[src/rtl/fetch_stage.sv]
// Instruction fetch stage: one outstanding instruction-memory request, redirect/stall handling.
// Optional macro FETCH_MISALIGN_TRAP_EN adds misalign_out and traps misaligned redirect targets.
package fetch_pkg;
    typedef logic [31:0] word;
    typedef enum logic {BRANCH_DISABLE = 1'b0, BRANCH_ENABLE = 1'b1} branch_en_t;
endpackage

module fetch_stage
    import fetch_pkg::*;
#(
    parameter word RESET_PC = 32'h0000_0000
) (
    input  logic       clk,
    input  logic       rst,
    input  branch_en_t branch_scs,
    input  word        branch_add_in,
    input  logic       stall_in,
    output logic       imem_req,
    output word        imem_addr,
    input  logic       imem_ready,
    input  logic       imem_rvalid,
    input  word        imem_rdata,
    output word        instr_out,
    output word        pc_out,
    output word        pc_4_out,
    output logic       valid_out
`ifdef FETCH_MISALIGN_TRAP_EN
    ,
    output logic       misalign_out
`endif
);

    typedef enum logic [1:0] {FETCH, WAIT, HOLD, DRAIN} state_t;

    state_t state_reg;
    word    pc_reg;
    word    instr_reg;
    word    pc_out_reg;
    word    pc_4_reg;
    logic   valid_reg;
    logic   redirect;
    word    target;
    word    pc_plus_4;

    assign redirect  = (branch_scs == BRANCH_ENABLE);
    assign pc_plus_4 = pc_reg + 32'd4;

`ifdef FETCH_MISALIGN_TRAP_EN
    logic misalign_reg;
    logic bad_target;
    logic pending_after;

    assign target        = branch_add_in;
    assign bad_target    = redirect && (branch_add_in[1:0] != 2'b00);
    // A request is still in flight after this edge if one is accepted now or none has answered yet.
    assign pending_after = ((state_reg == FETCH) && imem_ready) ||
                           (((state_reg == WAIT) || (state_reg == DRAIN)) && !imem_rvalid);
    assign misalign_out  = misalign_reg;
`else
    assign target = branch_add_in & ~32'h0000_0003;
`endif

    assign imem_req  = (state_reg == FETCH) && !rst;
    assign imem_addr = pc_reg;
    assign instr_out = instr_reg;
    assign pc_out    = pc_out_reg;
    assign pc_4_out  = pc_4_reg;
    assign valid_out = valid_reg;

    always_ff @(posedge clk) begin
        if (rst) begin
            pc_reg     <= RESET_PC;
            valid_reg  <= 1'b0;
            instr_reg  <= '0;
            pc_out_reg <= '0;
            pc_4_reg   <= '0;
            // The memory does not see our reset, so an unanswered request must still be drained.
            if (((state_reg == WAIT) || (state_reg == DRAIN)) && !imem_rvalid)
                state_reg <= DRAIN;
            else
                state_reg <= FETCH;
`ifdef FETCH_MISALIGN_TRAP_EN
            misalign_reg <= 1'b0;
`endif
        end
`ifdef FETCH_MISALIGN_TRAP_EN
        else if (bad_target) begin
            misalign_reg <= 1'b1;
            valid_reg    <= 1'b0;
            state_reg    <= pending_after ? DRAIN : HOLD;
        end
`endif
        else begin
            case (state_reg)
                FETCH: begin
                    if (redirect) begin
                        pc_reg    <= target;
                        valid_reg <= 1'b0;
                        state_reg <= imem_ready ? DRAIN : FETCH;
                    end else begin
                        valid_reg <= valid_reg & stall_in;
                        if (imem_ready)
                            state_reg <= WAIT;
                    end
                end
                WAIT: begin
                    if (imem_rvalid) begin
                        if (redirect) begin
                            pc_reg    <= target;
                            valid_reg <= 1'b0;
                            state_reg <= FETCH;
                        end else begin
                            instr_reg  <= imem_rdata;
                            pc_out_reg <= pc_reg;
                            pc_4_reg   <= pc_plus_4;
                            valid_reg  <= 1'b1;
                            pc_reg     <= pc_plus_4;
                            state_reg  <= stall_in ? HOLD : FETCH;
                        end
                    end else if (redirect) begin
                        pc_reg    <= target;
                        valid_reg <= 1'b0;
                        state_reg <= DRAIN;
                    end else begin
                        valid_reg <= valid_reg & stall_in;
                    end
                end
                HOLD: begin
                    if (redirect) begin
                        pc_reg    <= target;
                        valid_reg <= 1'b0;
                        state_reg <= FETCH;
                    end else if (!stall_in) begin
                        valid_reg <= 1'b0;
                        state_reg <= FETCH;
                    end
                end
                DRAIN: begin
                    valid_reg <= 1'b0;
                    if (redirect)
                        pc_reg <= target;
                    if (imem_rvalid)
                        state_reg <= FETCH;
                end
                default: state_reg <= FETCH;
            endcase
        end
    end

endmodule

[config.mk]
export PLATFORM = sky130hd
export DESIGN_NAME = fetch_stage
export DESIGN_NICKNAME = d
export VERILOG_FILES = /design/src/rtl/fetch_stage.sv
export SDC_FILE = /design/constraint.sdc
export NUM_CORES = 1
export LEC_CHECK = 0
export BUFFER_PORTS_ARGS = -buffer_cell sky130_fd_sc_hd__buf_2
export CORE_MARGIN = 4
export CORE_UTILIZATION = 45
export CTS_BUF_LIST = sky130_fd_sc_hd__clkbuf_4 sky130_fd_sc_hd__clkbuf_8 sky130_fd_sc_hd__clkbuf_16
export CTS_CLUSTER_DIAMETER = 30
export CTS_CLUSTER_SIZE = 16
export DETAILED_ROUTE_END_ITERATION = 12
export GPL_TIMING_DRIVEN = 0
export MAX_ROUTING_LAYER = met4
export PLACE_DENSITY = 0.73
export SLEW_MARGIN = 20
export SYNTH_ARGS = -nofsm -noshare
export SYNTH_HDL_FRONTEND = slang
export SYNTH_SLANG_ARGS = --single-unit
[constraint.sdc]
create_clock -name clk -period 3.1 [get_ports clk]
set_clock_uncertainty 0.1 [all_clocks]
set_input_delay 0.155 -clock clk [delete_from_list [all_inputs] [get_ports clk]]
set_output_delay 0.155 -clock clk [all_outputs]
set_load 0.02 [all_outputs]
; Word-level counts from Yosys, hierarchy flattened
; Cells that the tools add are included.
[word_totals]
ff_bits = 131
word_cells = 49
[classes]
add_sub_neg = 1
n_eq_ne = 8
n_mux = 23
bitwise = 2
reduce_logical = 9
[ops]
columns = cell, count
row1 = $mux 32, 3
row2 = $pmux 32 s2, 1
row3 = $add 32x3->32 const B, 1
row4 = $mux 2, 12
row5 = $ne 4x4->1 const B, 3
row6 = $pmux 2 s4, 1
row7 = $ne 3x3->1 const B, 2
row8 = $mux 1, 5
row9 = $eq 2x2->1 const B, 2
row10 = $pmux 1 s4, 1
row11 = $reduce_and 4->1, 1
row12 = $reduce_and 3->1, 1
row13 = $reduce_or 3->1, 1
row14 = $eq 2x1->1 const B, 1
row15 = $logic_and 1x1->1, 2
row16 = $logic_not 1->1, 2
row17 = $logic_not 2->1, 1
row18 = $and 1x1->1, 1
row19 = $logic_or 1x1->1, 1
row20 = $not 1->1, 1

; Longest topological paths before layout
; Gate-level depths: netlist of the first run.
[depth]
word_depth = 5
depth_mapped = 7
mapped_depth_nobuf = 5

; Least setup slack after synthesis of the first run
; No wires, ideal clock.
[synth_timing]
path_kind = register to register
from = register pc_reg[2], in the netlist imem_addr[2]
to = register pc_4_reg[30], in the netlist pc_4_out[30]
setup_time_ns = 0.091
t_arrival_ns = 2.182
required_time_ns = 2.909
setup_slack_ns = 0.727
path_stages_with_launch = 7
path_buffers = 1
synth_period_minus_slack_ns = 2.373
path_cell_list = dfxtp_1 ha_1 nand3_2 or3_1 buf_2 or4_1 a311oi_1
[synth_via]
elab_chain_cells = 1
[synth_lines]
columns = item, line
row1 = "start, declared", 36  ; word pc_reg;
row2 = "start signal, assigned", 97  ; pc_reg <= target;
row3 = "start signal, assigned", 109  ; pc_reg <= target;
row4 = "start signal, assigned", 117  ; pc_reg <= pc_plus_4;
row5 = $add 32x3->32, 46  ; assign pc_plus_4 = pc_reg + 32'd4;
row6 = "end signal, assigned", 115  ; pc_4_reg <= pc_plus_4;
row7 = "end, declared", 39  ; word pc_4_reg;
; Every way passes these cells.
; A chain may end at the register's enable or synchronous reset.

; Worst setup path in the final report of the first run
[layout_timing]
from = register state_reg[1]
to = register pc_out_reg[29], in the netlist pc_out[29]
[layout_via]
elab_chain_cells = 2
[layout_lines]
columns = item, line
row1 = "start, declared", 35  ; state_t state_reg;
row2 = "start signal, assigned", 99  ; state_reg <= imem_ready ? DRAIN : FETCH;
row3 = "start signal, assigned", 118  ; state_reg <= stall_in ? HOLD : FETCH;
row4 = $eq 2x1->1, 94  ; case (state_reg)
row5 = $reduce_and 3->1 (no line), --
row6 = "end signal, assigned", 114  ; pc_out_reg <= pc_reg;
row7 = "end, declared", 38  ; word pc_out_reg;
; Every way passes these cells.

==> out/metrics.csv, run 1 <==
metric,value,unit
Die X,122,um
CTS Hold Bufs,60,
Core ar.,12600,sq um
Synth Flop Type,dfxtp_1,
first-pass GRT wire length,32500,um
Layout area overhead,41.1,%
Worst slew margin,29.2,%
Hold/Removal Path Class,primary input to flop,
Seq cells post-synth,129,
kind of critical path,flop to flop,
largest net degree at the start of global routing,17,
CTS tree,built,
critical-path cell list,nor4bb_1 -> clkbuf_1 -> clkbuf_1 -> clkbuf_1 -> nand2_1 -> a21oi_1,
placed cell count,1101,
# rows,41,
worst path buffer plus inverter count,3,
slowest CP cell,clkbuf_1,
total CTS buffers,17,
dpl hpwl,14100,um
Setup TNS,0,ns
CP most frequent cell,clkbuf_1,
input/output buffers,197,
Max VDD drop,326,uV
vias in the first global route,6110,
Worst-path clk slew,0.06,ns
Mapped Cells,732,
setup repair after global routing missed its margin,false,
post-synthesis cell type count,55,
Final ANT Viol Nets,0,
die area,14800,sq um
DR pass1 iterations,6,
Fin. Hold Viols,0,
initial antenna violation count,0,
Fmax,0.374,GHz
"delay-heaviest family, CP",buffers and inverters,
non-filler instance count after layout,1194,
CP Capture Type,flop,
die height,122,um
DRC,0,
drt total wl,21300,um
post-synthesis sequential area ratio,44.8,%
share of post-route cells with drive strength above 1,24.9,%
via count,6628,
I/O pin total,200,
min cycle time layout,2.67,ns
metal3 WL,1660,um
final slew viol count,0,
grt total ovfl,0,
Post-CTS Setup Inserts,0,
Synth warnings,0,
final-report setup violation count,0,
clock latency on the worst-skew pair,0.43,ns
LEAKAGE,3.38,nW
CTS root buf,clkbuf_16,
Mapped Nets,803,
Async SR Flop Fraction,0,%
number of max-cap violations,0,
Critical Path AT,2.92,ns
total clock sinks,129,
RD Place Congestion,0.956,
CTS H-Tree Depth,4,
status,finished clean,
fin crit share,86.2,%
Post-synth EDFFs,2,
filler cell count,1161,
max layer used,met4,
Slew @ Worst Pin,1.05,ns
startpoint types,flop,
Worst EP required,3.35,ns
Routed wire per std cell,17.8,um
initial core utilization,46.0,%
post-cts sizing count,0,
Total GRT Usage,29.3,%
met2 wire len,10200,um
WL met1,8620,um
Initial DRC Count,698,
fin nets,1079,
deepest clock path buffer count,2,
Max stage delay on crit path,0.60,ns
CP Max Fanout,10,
Synth Cell Area,5810,sq um
pwr/cell area,601,nW/um^2
syn avg cell area,7.93,sq um
DR vias/cell,5.55,
-- worst min-delay path, cell delays in order --
cell     delay [ns]
buf_2          0.10
o21ai_0        0.09
o21ai_0        0.07
-- cell usage in the layout, fill, tap and decap left out, types with 19 or more instances in the layout --
| cell type | n |
|---|---|
| nand2_1 | 150 |
| nor4_1 | 21 |
| nor2_1 | 53 |
| clkbuf_1 | 53 |
| nand3_1 | 21 |
| dfxtp_1 | 127 |
| a211oi_1 | 28 |
| inv_1 | 19 |
| a21oi_1 | 76 |
| dlygate4sd3_1 | 60 |
| buf_2 | 208 |
| nor3_1 | 20 |
-- worst paths after layout --
path / startpoint / endpoint / slack [ns] / cells past startpoint
min reg2reg: pc_out[8] / pc_out[8] / 0.35 / 2
min: imem_ready / state_reg[0] / 0.002 / 3
max: state_reg[1] / pc_out[29] / 0.43 / 6
max reg2reg: state_reg[1] / pc_out[29] / 0.43 / 6
-- cell usage after synthesis (2+ instances only) --
| library cell | count | area (sq um) |
|---|---|---|
| nand2_1 | 150 | 563 |
| dfxtp_1 | 127 | 2540 |
| a21oi_1 | 76 | 380 |
| clkbuf_1 | 53 | 199 |
| nor2_1 | 53 | 199 |
| a211oi_1 | 28 | 210 |
| nand3_1 | 21 | 105 |
| nor4_1 | 21 | 131 |
| nor3_1 | 20 | 100 |
| inv_1 | 19 | 71.3 |
| a311oi_1 | 18 | 158 |
| xnor2_1 | 16 | 140 |
| o21ai_0 | 13 | 65.1 |
| buf_2 | 11 | 55.1 |
| o31ai_1 | 10 | 75.1 |
| or4_1 | 7 | 52.6 |
| and3_1 | 6 | 37.5 |
| and4_1 | 6 | 52.6 |
| a21o_1 | 5 | 37.5 |
| buf_1 | 5 | 18.8 |
| buf_4 | 5 | 37.5 |
| nand4_1 | 5 | 31.3 |
| or3_1 | 5 | 31.3 |
| a221oi_1 | 4 | 35.0 |
| a31oi_1 | 4 | 25.0 |
| a2111oi_0 | 3 | 26.3 |
| a211o_1 | 3 | 26.3 |
| and2_1 | 3 | 18.8 |
| o31a_1 | 3 | 26.3 |
| edfxtp_1 | 2 | 60.1 |
| nand3_2 | 2 | 20.0 |
| nand3b_1 | 2 | 15.0 |
| nand4_2 | 2 | 25.0 |
| o211ai_1 | 2 | 15.0 |
| xor2_1 | 2 | 17.5 |
-- final cells by class --
cell class                 count  area (sq um)  share of cell area, %
antenna                        1          2.50                 0.0305
buffer                        75           315                   3.85
clock buffer                  28           538                   6.56
clock inverter                 4          47.5                  0.580
inverter                      19          71.3                  0.870
multi-input combinational    509          2820                   34.4
sequential                   129          2600                   31.7
tap                          172           215                   2.63
timing repair buffer         257          1590                   19.4
-- where the power goes --
group,total (mW),leakage (nW),switching (mW),internal (mW)
registers,1.92,1.06,0.113,1.81
logic,1.02,2.03,0.666,0.356
clock network,1.98,0.295,0.722,1.26
total,4.93,3.38,1.50,3.43
-- per-layer routing --
metal	vias to the layer above	global-route usage, %
li1	3147	-
met1	3074	36.6
met2	330	46.4
met3	77	5.94
met4	0	12.3
met5	-	-
-- per-stage QoR --
stage | hold slack (ns) | area [sq um] | utilization, % | power [mW] | setup WS, ns
2_1_floorplan | 0.191 | 5810 | - | 2.53 | 0.727
3_3_place_gp | 0.297 | 7010 | 55.5 | 2.89 | 0.525
3_5_place_dp | 0.303 | 7010 | 55.5 | 2.90 | 0.504
4_1_cts | 0.0113 | 8200 | 64.9 | 4.91 | 0.480
5_1_grt | 0.0165 | 8200 | 64.9 | 5.10 | 0.232
6_report | 0.00201 | 8200 | 65.0 | 4.93 | 0.429
-- cells by family (layout without fill, tap and decap cells) --
logic type,after synthesis,count (layout),synth area share [%]
AO/OA/AOI/OAI,175,175,19.5
multiplexers,1,1,0.172
buffers and inverters,94,383,6.66
other,0,1,0
adder cells (fa/ha/maj),1,1,0.215
AND/OR/NAND/NOR,314,314,26.0
XOR/XNOR,18,18,2.71
flip-flops,129,129,44.8
Power figures use the tool's default switching activity.
==> inputs of run 2 (changes only) <==
CORE_UTILIZATION = 42   (was 45)
PLACE_DENSITY = 0.67   (was 0.73)
RECOVER_POWER = 25   (was unset)
==> run 2 against run 1 <==
Via count is 2.0% lower. Critical path depth stayed put. Power is 2.5% higher. Critical endpoint is now pc_out[18]. Largest cell class unchanged. Largest power group unchanged.
==> out/metrics.csv, run 2 (synthesized netlist as in run 1, its figures left out) <==
metric,value,unit
drt total wl,21400,um
Slew @ Worst Pin,1.05,ns
die area,15800,sq um
status,finished clean,
non-filler instance count after layout,1199,
first-pass GRT wire length,33200,um
sequential share of power,38.1,%
setup repair after global routing missed its margin,false,
vias in the first global route,6129,
I/O pin total,200,
total CTS buffers,17,
Core ar.,13400,sq um
fin crit share,87.7,%
Worst EP required,3.35,ns
Worst R2R End,pc_out[18],
number of max-cap violations,0,
Worst-path clk slew,0.06,ns
RD Place Congestion,0.906,
Net Switching,1.51,mW
hold path depth,3,
Routed wire per std cell,17.9,um
via count,6495,
grt total ovfl,0,
kind of critical path,flop to flop,
total power after layout,5.05,mW
CTS tree,built,
placed cell count,1105,
CP Max Fanout,10,
startpoint types,flop,
die height,126,um
Initial DRC Count,603,
initial antenna violation count,1,
Final ANT Viol Nets,0,
most frequent cells in the layout,"nand2_1, buf_2, dfxtp_1",
final core occ,61.0,%
Die X,126,um
worst reg2reg path startpoint,state_reg[1],
Critical Path Start,state_reg[1],
LEAKAGE,3.13,nW
worst hold path endpoint,state_reg[1],
largest net degree at the start of global routing,17,
Worst Hold Launch,rst,
share of post-route cells with drive strength above 1,18.7,%
DR vias/cell,5.42,
total clock sinks,129,
Fin. Hold Viols,0,
CTS H-Tree Depth,4,
clock latency on the worst-skew pair,0.42,ns
"most common cell after layout, fill and taps aside",nand2_1,
Worst slew margin,29.8,%
CTS root buf,clkbuf_16,
Post-CTS Setup Inserts,0,
# rows,42,
input/output buffers,197,
Switching Fraction,29.8,%
DR pass1 iterations,5,
Max VDD drop,437,uV
deepest clock path buffer count,2,
Hold/Removal Path Class,primary input to flop,
Total GRT Usage,27.3,%
pwr/cell area,618,nW/um^2
flop-to-flop setup slack,0.38,ns
clock network power share,42.1,%
DRC,0,
final slew viol count,0,
final-report setup violation count,0,
Worst R2R Path Depth,6,
initial core utilization,43.3,%
dpl hpwl,14500,um
Gate power share,19.8,%
Int Pwr,3.55,mW
Critical Path AT,2.97,ns
Fmax,0.368,GHz
CP Capture Type,flop,
Setup TNS,0,ns
Layout area overhead,40.7,%
filler cell count,1288,
min cycle time layout,2.72,ns
fin nets,1079,
## run 2: layout make-up
cell class / count / area [sq um] / share of cell area, %
Sequential cell: 129 / 2600 / 31.8
Inverter: 19 / 71.3 / 0.873
Timing Repair Buffer: 257 / 1510 / 18.4
Clock buffer: 21 / 468 / 5.73
Antenna cell: 2 / 5.00 / 0.0612
Clock inverter: 11 / 159 / 1.94
Tap cell: 176 / 220 / 2.69
Multi-Input combinational cell: 509 / 2830 / 34.6
Buffer: 75 / 314 / 3.84
## run 2: stage by stage
step	area (sq um)	setup WS (ns)	hold slack (ns)
after global routing	8170	0.220	0.0221
after detailed placement	7010	0.443	0.303
after floorplan	5810	0.727	0.191
final	8170	0.382	0.0167
after global placement	7010	0.478	0.299
after CTS	8240	0.436	0.00119
## run 2: repair_timing
action / in CTS / in global routing
setup endpoints to repair: 0 / 0
resized for setup: 0 / 0
hold endpoints to repair: 60 / 0
hold buffers: 60 / 0
## run 2: worst max-delay path by stage
stage / endpoint / slack [ns] / cells past startpoint
CTS: pc_out[18] / 0.44 / 6
floorplan: pc_4_out[30] / 0.73 / 6
detailed placement: instr_out[2] / 0.44 / 6
finish: pc_out[18] / 0.38 / 6
global placement: pc_4_out[30] / 0.48 / 5
global route: pc_out[18] / 0.22 / 6
## run 2: critical path: stages (launching register included)
cell and delay [ns]:
edfxtp_1 0.50, nor4bb_1 0.32, clkbuf_1 0.23, clkbuf_1 0.54, buf_1 0.67, nand2_1 0.13
a21oi_1 0.14
## run 2: per-layer routing
metal,global-route usage [%],routed length [um],up-vias
li1,-,-,3155
met1,34.4,9060,2986
met2,42.7,10100,314
met3,6.06,1710,40
met4,11.0,579,0
met5,-,0,-
## run 2: power groups by stage
stage,clock network (mW),registers (mW),logic [mW]
floorplan,0,2.09,0.440
global placement,0,1.95,0.941
detailed placement,0,1.95,0.945
CTS,2.14,1.92,1.01
global route,2.23,1.94,1.08
finish,2.13,1.93,0.998
